## config.mk

```make
export PLATFORM = sky130hd
export DESIGN_NAME = perf_counter_bank
export DESIGN_NICKNAME = d
export VERILOG_FILES = /design/src/rtl/perf_pkg.sv /design/src/rtl/perf_chan.sv /design/src/rtl/perf_counter_bank.sv
export SDC_FILE = /design/constraint.sdc
export NUM_CORES = 1
export LEC_CHECK = 0
export BUFFER_PORTS_ARGS = -buffer_cell sky130_fd_sc_hd__buf_4
export CAP_MARGIN = 20
export CORE_MARGIN = 8
export CORE_UTILIZATION = 55
export DETAILED_ROUTE_END_ITERATION = 12
export PLACE_DENSITY = 0.72
export SYNTH_ARGS = -nofsm -noshare
export SYNTH_HDL_FRONTEND = slang
export SYNTH_SLANG_ARGS = --single-unit
```

## constraint.sdc

```tcl
create_clock -name clk -period 2.4 [get_ports clk]
set_input_delay 0.12 -clock clk [delete_from_list [all_inputs] [get_ports clk]]
set_output_delay 0.12 -clock clk [all_outputs]
set_load 0.03 [all_outputs]
```

## src/rtl/perf_pkg.sv

```systemverilog
// Shared types and helpers for the performance counter bank.
package perf_pkg;

  typedef enum logic {
    RUN  = 1'b0,
    WAIT = 1'b1
  } chan_state_t;

  // Select width for a channel index; a single channel still needs a 1-bit select.
  function automatic int ch_idx_w(input int n);
    return (n > 1) ? $clog2(n) : 1;
  endfunction

endpackage

```

## src/rtl/perf_chan.sv

```systemverilog
// One counter channel: counts events in RUN and stall cycles in WAIT,
// with a sticky overflow flag.
module perf_chan
  import perf_pkg::*;
#(
  parameter int WIDTH    = 32,
  parameter bit SATURATE = 1'b0
) (
  input  logic             clk,
  input  logic             rst_n,
  input  logic             clear,
  input  logic             evt_valid,
  input  logic             evt_miss,
  input  logic             cache_resp,
  output logic [WIDTH-1:0] evt_cnt,
  output logic [WIDTH-1:0] stall_cnt,
  output logic             overflow,
  output logic             busy
);

  localparam logic [WIDTH-1:0] ALL_ONES = '1;
  localparam logic [WIDTH-1:0] ONE      = {{(WIDTH-1){1'b0}}, 1'b1};

  chan_state_t      state_reg, state_next;
  logic [WIDTH-1:0] evt_reg, evt_next;
  logic [WIDTH-1:0] stall_reg, stall_next;
  logic             ovf_reg, ovf_next;
  logic             evt_inc, stall_inc;

  always_ff @(posedge clk) begin
    if (!rst_n || clear) begin
      state_reg <= RUN;
      evt_reg   <= '0;
      stall_reg <= '0;
      ovf_reg   <= 1'b0;
    end else begin
      state_reg <= state_next;
      evt_reg   <= evt_next;
      stall_reg <= stall_next;
      ovf_reg   <= ovf_next;
    end
  end

  always_comb begin
    state_next = state_reg;
    evt_next   = evt_reg;
    stall_next = stall_reg;
    ovf_next   = ovf_reg;
    evt_inc    = 1'b0;
    stall_inc  = 1'b0;

    // Events arriving in WAIT, even alongside the response, are dropped.
    unique case (state_reg)
      RUN: begin
        if (evt_valid) begin
          evt_inc = 1'b1;
          if (evt_miss) state_next = WAIT;
        end
      end
      WAIT: begin
        stall_inc = 1'b1;
        if (cache_resp) state_next = RUN;
      end
      default: state_next = RUN;
    endcase

    if (evt_inc) begin
      if (evt_reg == ALL_ONES) begin
        ovf_next = 1'b1;
        evt_next = SATURATE ? ALL_ONES : '0;
      end else begin
        evt_next = evt_reg + ONE;
      end
    end

    if (stall_inc) begin
      if (stall_reg == ALL_ONES) begin
        ovf_next   = 1'b1;
        stall_next = SATURATE ? ALL_ONES : '0;
      end else begin
        stall_next = stall_reg + ONE;
      end
    end
  end

  assign evt_cnt   = evt_reg;
  assign stall_cnt = stall_reg;
  assign overflow  = ovf_reg;
  assign busy      = (state_reg == WAIT);

endmodule

```

## src/rtl/perf_counter_bank.sv

```systemverilog
// Bank of independent cache-gated event/stall counters with a registered
// CSR read port.
module perf_counter_bank
  import perf_pkg::*;
#(
  parameter int NUM_CH   = 4,
  parameter int WIDTH    = 32,
  parameter bit SATURATE = 1'b0
) (
  input  logic                        clk,
  input  logic                        rst_n,
  input  logic [NUM_CH-1:0]           evt_valid,
  input  logic [NUM_CH-1:0]           evt_miss,
  input  logic [NUM_CH-1:0]           cache_resp,
  input  logic                        clear,
  input  logic                        rd_en,
  input  logic [ch_idx_w(NUM_CH)-1:0] rd_sel,
  output logic                        rd_valid,
  output logic [WIDTH-1:0]            rd_evt,
  output logic [WIDTH-1:0]            rd_stall,
  output logic [NUM_CH-1:0]           overflow,
  output logic [NUM_CH-1:0]           busy
);

  localparam int SEL_W = ch_idx_w(NUM_CH);
  localparam int SLOTS = 1 << SEL_W;

  // Padded to a power of two so every rd_sel value indexes a slot;
  // unused slots read as zero.
  logic [WIDTH-1:0] evt_slot   [SLOTS];
  logic [WIDTH-1:0] stall_slot [SLOTS];

  genvar gi;
  generate
    for (gi = 0; gi < SLOTS; gi++) begin : g_slot
      if (gi < NUM_CH) begin : g_live
        perf_chan #(
          .WIDTH    (WIDTH),
          .SATURATE (SATURATE)
        ) u_chan (
          .clk        (clk),
          .rst_n      (rst_n),
          .clear      (clear),
          .evt_valid  (evt_valid[gi]),
          .evt_miss   (evt_miss[gi]),
          .cache_resp (cache_resp[gi]),
          .evt_cnt    (evt_slot[gi]),
          .stall_cnt  (stall_slot[gi]),
          .overflow   (overflow[gi]),
          .busy       (busy[gi])
        );
      end else begin : g_pad
        assign evt_slot[gi]   = '0;
        assign stall_slot[gi] = '0;
      end
    end
  endgenerate

  logic             rd_valid_reg;
  logic [WIDTH-1:0] rd_evt_reg;
  logic [WIDTH-1:0] rd_stall_reg;

  // Samples pre-update counter values; clear alone leaves held read data intact.
  always_ff @(posedge clk) begin
    if (!rst_n) begin
      rd_valid_reg <= 1'b0;
      rd_evt_reg   <= '0;
      rd_stall_reg <= '0;
    end else begin
      rd_valid_reg <= rd_en;
      if (rd_en) begin
        rd_evt_reg   <= evt_slot[rd_sel];
        rd_stall_reg <= stall_slot[rd_sel];
      end
    end
  end

  assign rd_valid = rd_valid_reg;
  assign rd_evt   = rd_evt_reg;
  assign rd_stall = rd_stall_reg;

endmodule

```

# Word level (Yosys, flattened, before mapping)
# Cells that the tools add are included.
# totals
ff_bits,329
latch_bits,0
mem_bits_rw,0
rom_bits,0
in_bits,18
out_inout_bits,73
wordCells,101
memories,0
# classes
addsub,8
n_mul,0
n_div,0
n_lt_le_gt_ge,1
n_eq_ne,8
shifts,0
n_mux,58
bitwise_logic,5
reduce_logical,2
# op_table
cell,n
2-to-1 mux 32 bit,12
"adder 32 x 1 -> 32 bit, second input constant",8
"equality test 32 bit, second input constant",8
binary-select mux 32 bit (select 2 bit),2
2-to-1 mux 1 bit,40
case mux 1 bit (2 select lines),4
NOT 1 bit,4
">= comparator 3 bit, second input constant",1
NOT 2 -> 3 bit,1
logical NOT 1 bit,1
logical OR 1 bit,1

# Depth between registers and ports, before layout
# Gate-level depths: netlist of run 1.
# depth
ltp_word,5
ltp_mapped,8
mapped_depth_nobuf,6

# Modules after synthesis
# Synthesis of run 1 repeated with hierarchy kept, for this count alone.
# hier_totals
cells_unflattened,1773
area_unflattened_um2,16802.4
# modules_own_cells
module,instances,cells_per_inst,area_per_inst_um2,seq_area_each_um2
perf_chan,4,352,3125.5,1321.3
perf_counter_bank,1,365,4300.4,1301.2

# Least setup slack after synthesis of run 1
# No wires, ideal clock.
# synth_path
kind,register -> register
from,register g_slot[2].g_live.u_chan.evt_reg[0]
to,register g_slot[2].g_live.u_chan.evt_reg[10]
setup_ps,115
arrival_ps,1928
t_required_ps,2285
path_slack_ps,358
stages_incl_launch_ff,9
path_buffers,2
period_less_slack_ps,2042
cell_sequence,dfxtp_1 ha_1 nand3b_1 or4_1 clkbuf_2 or2_4 o21ai_4 buf_6 nor2_1
# synth_between
elab_chain_len,2
elab_cells_between_ends,3
classes_between,add/sub: 1; eq/ne: 1; mux: 1
# synth_rtl
element,line_no,rtl
start: declaration,perf_chan.sv:25,"logic [WIDTH-1:0] evt_reg, evt_next;"
start signal: assignment,perf_chan.sv:38,evt_reg <= evt_next;
adder 32 x 1 -> 32 bit / equality test 32 bit (equally long branches),"perf_chan.sv:72, perf_chan.sv:68",
2-to-1 mux 32 bit (*),perf_chan.sv:68,if (evt_reg == ALL_ONES) begin
# Mark *: on every way between the ends. The rest lies on a longest branch, timed or not.
# A chain may end at the register's enable or synchronous reset.

# Worst setup path in the final report of run 1
# layout_path
from,register g_slot[3].g_live.u_chan.stall_reg[8]
to,register g_slot[3].g_live.u_chan.stall_reg[0]
# layout_between
elab_chain_len,2
# layout_rtl
element,line_no,rtl
start: declaration,perf_chan.sv:26,"logic [WIDTH-1:0] stall_reg, stall_next;"
start signal: assignment,perf_chan.sv:39,stall_reg <= stall_next;
equality test 32 bit,perf_chan.sv:77,if (stall_reg == ALL_ONES) begin
2-to-1 mux 32 bit,perf_chan.sv:77,
# Every way passes these cells.

==> results of run 1 <==
-- through the flow --
step	worst slack, ps	cell area (µm²)	cells
2_1_floorplan	358	16000	1689
3_3_place_gp	266	17300	2145
3_5_place_dp	245	17300	2145
4_1_cts	225	18500	2216
5_1_grt	68.4	18500	2216
6_report	158	18500	2216
-- synthesized netlist by cell type (4+ instances only) --
library cell	n	area share
o21ai_0	15	0.0047
mux4_2	64	0.090
nand2_1	89	0.021
mux2i_1	64	0.040
or3_1	10	0.0039
nand3_1	92	0.029
ha_1	8	0.0063
buf_1	14	0.0033
xor2_1	142	0.078
xnor2_1	86	0.047
buf_4	8	0.0038
nand4_1	101	0.040
nand3b_1	5	0.0024
nor4_1	28	0.011
nor2_1	276	0.065
and3_1	30	0.012
nand2b_1	7	0.0027
and4_1	39	0.021
inv_1	24	0.0056
and2_1	14	0.0055
or4_1	4	0.0019
nor2b_1	73	0.029
nor3_1	37	0.012
buf_2	16	0.0050
a21oi_1	18	0.0056
clkbuf_1	42	0.0099
o21ai_2	5	0.0027
dfxtp_1	329	0.41
-- power by group --
group / switching [mW] / leakage [nW] / internal [mW]
sequential: 0.0150 / 2.65 / 5.47
combinational: 0.249 / 3.26 / 0.169
clock: 2.19 / 0.554 / 3.12
total: 2.45 / 6.46 / 8.76
-- critical path, cell delays in order (launching register included) --
cell and delay (ps):
dfxtp_1 420, and4_1 310, nand4_1 340, buf_4 290, nor4_1 570, o21ai_0 180
-- cell families after synthesis --
group                    Yosys count
buffers and inverters            107
AND/OR/NAND/NOR                  828
AO/OA/AOI/OAI                     60
multiplexers                     129
adder cells (fa/ha/maj)            8
XOR/XNOR                         228
flip-flops                       329
-- worst min-delay path by stage --
| stage | from | endpoint | slack (ps) | depth (start not counted) |
|---|---|---|---|---|
| detailed placement | evt_miss[1] | g_slot[1].g_live.u_chan.busy | 370 | 3 |
| global route | evt_valid[0] | g_slot[0].g_live.u_chan.evt_cnt[2] | 170 | 4 |
| CTS | evt_valid[0] | g_slot[0].g_live.u_chan.evt_cnt[2] | 110 | 4 |
| global placement | evt_miss[1] | g_slot[1].g_live.u_chan.busy | 370 | 3 |
| floorplan | evt_miss[2] | g_slot[2].g_live.u_chan.busy | 260 | 2 |
| finish | evt_valid[0] | g_slot[0].g_live.u_chan.evt_cnt[2] | 120 | 4 |
-- layer usage --
metal,track usage,up-vias,routed length [µm]
li1,-,6213,-
met1,0.354,6355,20200
met2,0.367,501,18900
met3,0.0529,88,3950
met4,0.0730,0,1090
met5,0,-,0
-- repair_timing --
action / 4_1_cts / 5_1_grt
hold endpoints to repair: 10 / 0
endpoints found under the setup margin: 0 / 0
hold buffers: 12 / 0
-- area by class of cell --
class	instances	area share
Inverter	24	0.00486
Sequential cell	329	0.355
Clock inverter	4	0.00149
Multi-Input combinational cell	1253	0.481
Tap cell	384	0.0259
Timing Repair Buffer	167	0.0727
Clock buffer	55	0.0590
==> flow_metrics.py, run 1 <==
metrics = {
    "power_and_ir_drop": {
        "powerDensity_nw_per_um2": 605,
        "p_leak_nw": 6.46,
        "ir_worst_vdd_mv": 0.469,
        "power_mw": 11.2,
    },
    "synth": {
        "yosys_warnings": 0,
        "synth_mux_area_frac": 0.131,
        "synth_compound_area_frac": 0.0251,
        "dominantRegCellSynth": "dfxtp_1",
        "syn-cell-area_um2": 16000,
        "synth_fp_nets": 1715,
        "ys_seq_area_frac": 0.413,
        "ys_ff_latch": 329,
        "postSynthCellCount": 1689,
        "synth-simple-area-share": 0.270,
        "ys_types": 58,
        "synth_top_family_by_area": "simple AND/OR/NAND/NOR gates",
        "syn-mean-instance-area_um2": 9.45,
        "synth-adder-area-share": 0.00627,
        "synthArstFlopShare": 0,
        "synth_edf_count": 0,
        "synth_xor_area_frac": 0.125,
    },
    "finish": {
        "layout_common_cells": "329 x dfxtp_1, 276 x nor2_1, 150 x buf_4",
        "multi_input_area_um2": 8910,
        "fin_nets": 1837,
        "num_antenna_cells": 0,
        "area_delta_synth_final_pct": 16.1,
        "nFillCells": 2320,
        "finish.utilization": 0.647,
        "final_common_cell": "dfxtp_1",
        "drive_gt1_frac": 0.161,
        "seqCellArea_um2": 6590,
    },
    "floorplanning": {
        "dieArea_um2": 34700,
        "core-area_um2": 28600,
        "start_util": 0.557,
        "die_x_um": 186,
        "rows": 62,
        "fp.dieH_um": 186,
        "ios": 91,
    },
    "setup_path": {
        "crit_start": "g_slot[3].g_live.u_chan.stall_cnt[8]",
        "cp.required_ps": 2780,
        "critical_path_class": "reg -> reg",
        "reg2reg_to": "g_slot[3].g_live.u_chan.stall_cnt[0]",
        "critPathMaxFanout": 6,
        "reg2regPathDepth": 5,
        "r2r-start": "g_slot[3].g_live.u_chan.stall_cnt[8]",
        "end_kind": "flop",
        "crit_end": "g_slot[3].g_live.u_chan.stall_cnt[0]",
        "worstPathArrival_ps": 2620,
        "reg2reg_slack_ps": 160,
        "cp-start-kind": "flop",
    },
    "clock_tree": {
        "clkTransAtPathRegs_ps": 60,
        "cts_buffers": 36,
        "cts-root-buf": "clkbuf_16",
        "post_cts_buffers": 0,
        "cts.htree.levels": 2,
        "cts.sinks": 329,
        "cts_tree": "done",
        "cts_buffer_depth": 3,
        "cts_resized": 0,
        "clock_latency_ps": 520,
    },
    "sta": {
        "finalMaxSlewViolations": 0,
        "post-route-period-util": 0.934,
        "worst_pin_slew_ps": 670,
        "skew_ps": 14.6,
        "tns_ps": 0,
        "grt_setup_unrepaired": "no",
        "relSlewSlack": 0.553,
        "hold_violations": 0,
        "period_needed_ps": 2240,
        "setup_viol": 0,
        "timing.hold.ws_ps": 125,
        "fmax_mhz": 446,
    },
    "run": {
        "maxCapViolations": 0,
    },
    "routing": {
        "drt_wl_total_mm": 44.2,
        "drt_iter0_markers": 1263,
        "wire_per_inst_um": 19.9,
        "drtAntennaViolNets": 0,
        "drc": 0,
        "routed_via_density": 5.94,
        "vias": 13200,
        "drt-pass1-iter-count": 6,
    },
    "placed_design": {
        "routabilityCongestion": 0.918,
        "dp_hpwl_mm": 32.4,
        "port_buffers": 90,
    },
    "grt": {
        "overflow": 0,
        "grt_pass1_wl_mm": 70.1,
        "grt_pass1_vias": 12500,
        "grtUsageTotal": 0.247,
        "antenna_found_initial": 0,
        "grt_max_degree": 65,
    },
    "status": {
        "outcome": "completed",
    },
    "hold_path": {
        "worstHoldPathType": "in -> reg",
    },
}
Note: power is estimated with default switching activity, not from simulation.
==> inputs of run 2 (changes only) <==
--- a/config.mk
+++ b/config.mk
@@ -8,9 +8,9 @@
 export BUFFER_PORTS_ARGS = -buffer_cell sky130_fd_sc_hd__buf_4
 export CAP_MARGIN = 20
 export CORE_MARGIN = 8
-export CORE_UTILIZATION = 55
+export CORE_UTILIZATION = 61
 export DETAILED_ROUTE_END_ITERATION = 12
-export PLACE_DENSITY = 0.72
+export PLACE_DENSITY = 0.79
 export SYNTH_ARGS = -nofsm -noshare
 export SYNTH_HDL_FRONTEND = slang
 export SYNTH_SLANG_ARGS = --single-unit
==> run 2 against run 1 <==
  * Worst hold slack lost 13 ps
  * Clock skew is 5.4 ps higher
  * Non-clock buffer count grew 1
  * Count of clock-buffer cells in the layout decreased by 2
  * Combinational power about the same
  * Largest cell class unchanged
  * Total power is 1.6% higher
  * Highest routed layer unchanged
  * Sequential share of layout area barely moved
  * Maximum frequency is 0.19% lower
  * First-iteration DRC count rose by 2.7%
  * Via count up 1.5%
==> flow_metrics.py, run 2 (synthesis gave the netlist of run 1 again) <==
metrics = {
    "setup_path": {
        "critical_path_class": "reg -> reg",
        "critPathMaxFanout": 7,
        "cpMaxStageDelayCell": "or4b_1",
        "r2r-start": "g_slot[3].g_live.u_chan.evt_cnt[2]",
        "worstPathArrival_ps": 2640,
        "crit_chain": "nand4_1, or4b_1, nor4_1, xnor2_1, nor2_1",
        "reg2regPathDepth": 5,
        "end_kind": "flop",
        "cp-start-kind": "flop",
        "reg2reg_slack_ps": 150,
        "cp_slowest_stage_delay_ps": 790,
        "cp.required_ps": 2800,
        "reg2reg_to": "g_slot[3].g_live.u_chan.evt_cnt[31]",
    },
    "sta": {
        "grt_setup_unrepaired": "no",
        "post-route-period-util": 0.936,
        "timing.hold.ws_ps": 112,
        "hold_violations": 0,
        "skew_ps": 20.0,
        "relSlewSlack": 0.569,
        "worst_pin_slew_ps": 641,
        "fmax_mhz": 445,
        "period_needed_ps": 2250,
        "setup_ws_ps": 153,
        "tns_ps": 0,
        "finalMaxSlewViolations": 0,
        "setup_viol": 0,
    },
    "hold_path": {
        "worstHoldPathType": "in -> reg",
        "hold_path_depth": 3,
        "worstHoldEndpoint": "rd_evt[12]",
        "hp-start": "rd_en",
    },
    "run": {
        "maxCapViolations": 0,
    },
    "floorplanning": {
        "dieArea_um2": 31600,
        "ios": 91,
        "core-area_um2": 25800,
        "die_x_um": 178,
        "start_util": 0.618,
        "fp.dieH_um": 178,
        "rows": 59,
    },
    "grt": {
        "grtUsageMet3": 0.0596,
        "antenna_found_initial": 0,
        "grt_pass1_vias": 12700,
        "grt.busiest_layer": "met2",
        "globalRouteMet2Util": 0.418,
        "met1_usage": 0.382,
        "grt_pass1_wl_mm": 69.2,
        "grt_max_degree": 66,
        "grtUsageTotal": 0.275,
        "overflow": 0,
    },
    "clock_tree": {
        "cts.htree.levels": 2,
        "post_cts_buffers": 0,
        "cts_tree": "done",
        "clock_latency_ps": 520,
        "clkTransAtPathRegs_ps": 60,
        "cts-root-buf": "clkbuf_16",
        "cts_buffers": 36,
        "cts_buffer_depth": 3,
        "cts.sinks": 329,
    },
    "finish": {
        "drive_gt1_frac": 0.162,
        "fin_nets": 1838,
        "num_antenna_cells": 0,
        "area_delta_synth_final_pct": 16.2,
        "layout_common_cells": "329 x dfxtp_1, 276 x nor2_1, 151 x buf_4",
        "final_common_cell": "dfxtp_1",
    },
    "placed_design": {
        "port_buffers": 90,
        "place_ws_ps": 267,
        "dp_hpwl_mm": 31.9,
        "routabilityCongestion": 0.952,
    },
    "routing": {
        "drtAntennaViolNets": 0,
        "routed_via_density": 6.15,
        "drt-pass1-iter-count": 6,
        "drc": 0,
        "vias": 13400,
        "wire_per_inst_um": 20.2,
        "drt_iter0_markers": 1297,
        "drt_wl_total_mm": 43.8,
    },
    "power_and_ir_drop": {
        "p_leak_nw": 6.50,
        "powerDensity_nw_per_um2": 615,
        "ir_worst_vdd_mv": 0.678,
    },
    "status": {
        "outcome": "completed",
    },
}
run 2: cell count changes in the layout (fill, tap and decap cells not counted), sizes merged:
cell / before / now
buf: 155 / 157
bufinv: 0 / 2
clkbuf: 55 / 53
clkinv: 2 / 7
dlygate4sd3: 12 / 11
inv: 26 / 24
run 2: worst max-delay path: cells and delay by family, from the launching register on:
| kind | cells | cell delay, ps |
|---|---|---|
| flip-flops | 1 | 470 |
| XOR/XNOR | 1 | 170 |
| AND/OR/NAND/NOR | 4 | 1480 |
run 2: timing repair:
action / in CTS / in global routing
hold endpoints to repair: 9 / 0
gates resized for setup: 0 / 0
hold buffers: 11 / 0
run 2: worst max-delay path by stage:
stage / slack [ps] / startpoint / cells past startpoint / to
2_1_floorplan: 360 / g_slot[2].g_live.u_chan.evt_cnt[0] / 8 / g_slot[2].g_live.u_chan.evt_cnt[10]
3_3_place_gp: 310 / g_slot[2].g_live.u_chan.evt_cnt[0] / 7 / g_slot[2].g_live.u_chan.evt_cnt[3]
3_5_place_dp: 270 / g_slot[2].g_live.u_chan.evt_cnt[1] / 7 / g_slot[2].g_live.u_chan.evt_cnt[17]
4_1_cts: 230 / g_slot[2].g_live.u_chan.evt_cnt[0] / 7 / g_slot[2].g_live.u_chan.evt_cnt[17]
5_1_grt: 20 / g_slot[1].g_live.u_chan.stall_cnt[5] / 6 / g_slot[1].g_live.u_chan.stall_cnt[1]
6_report: 150 / g_slot[3].g_live.u_chan.evt_cnt[2] / 5 / g_slot[3].g_live.u_chan.evt_cnt[31]
run 2: power by group:
part           leakage, nW  switching (mW)  internal (mW)
clock network        0.575            2.22           3.27
registers             2.65          0.0127           5.47
logic                 3.27           0.245          0.173
run 2: final cells by class:
class	count	area [µm²]
Tap cell	335	419
Multi-Input combinational cell	1253	8910
Inverter	24	90.1
Clock buffer	53	1060
Clock inverter	9	110
Sequential cell	329	6590
Timing Repair Buffer	168	1360
Fill cell	1901	7300
run 2: metrics by stage:
stage	std cells	total power, mW	utilization	instance area, µm²
floorplan	1689	5.87	-	16000
global placement	2098	6.00	0.668	17300
detailed placement	2098	6.00	0.668	17300
CTS	2171	11.4	0.717	18500
global route	2171	11.7	0.717	18500
finish	2171	11.4	0.717	18500
run 2: routing by layer:
metal / up-vias / wire (µm)
met2: 642 / 19400
li1: 6209 / -
met3: 99 / 4640
met4: 0 / 1260
met5: - / 0
met1: 6403 / 18500
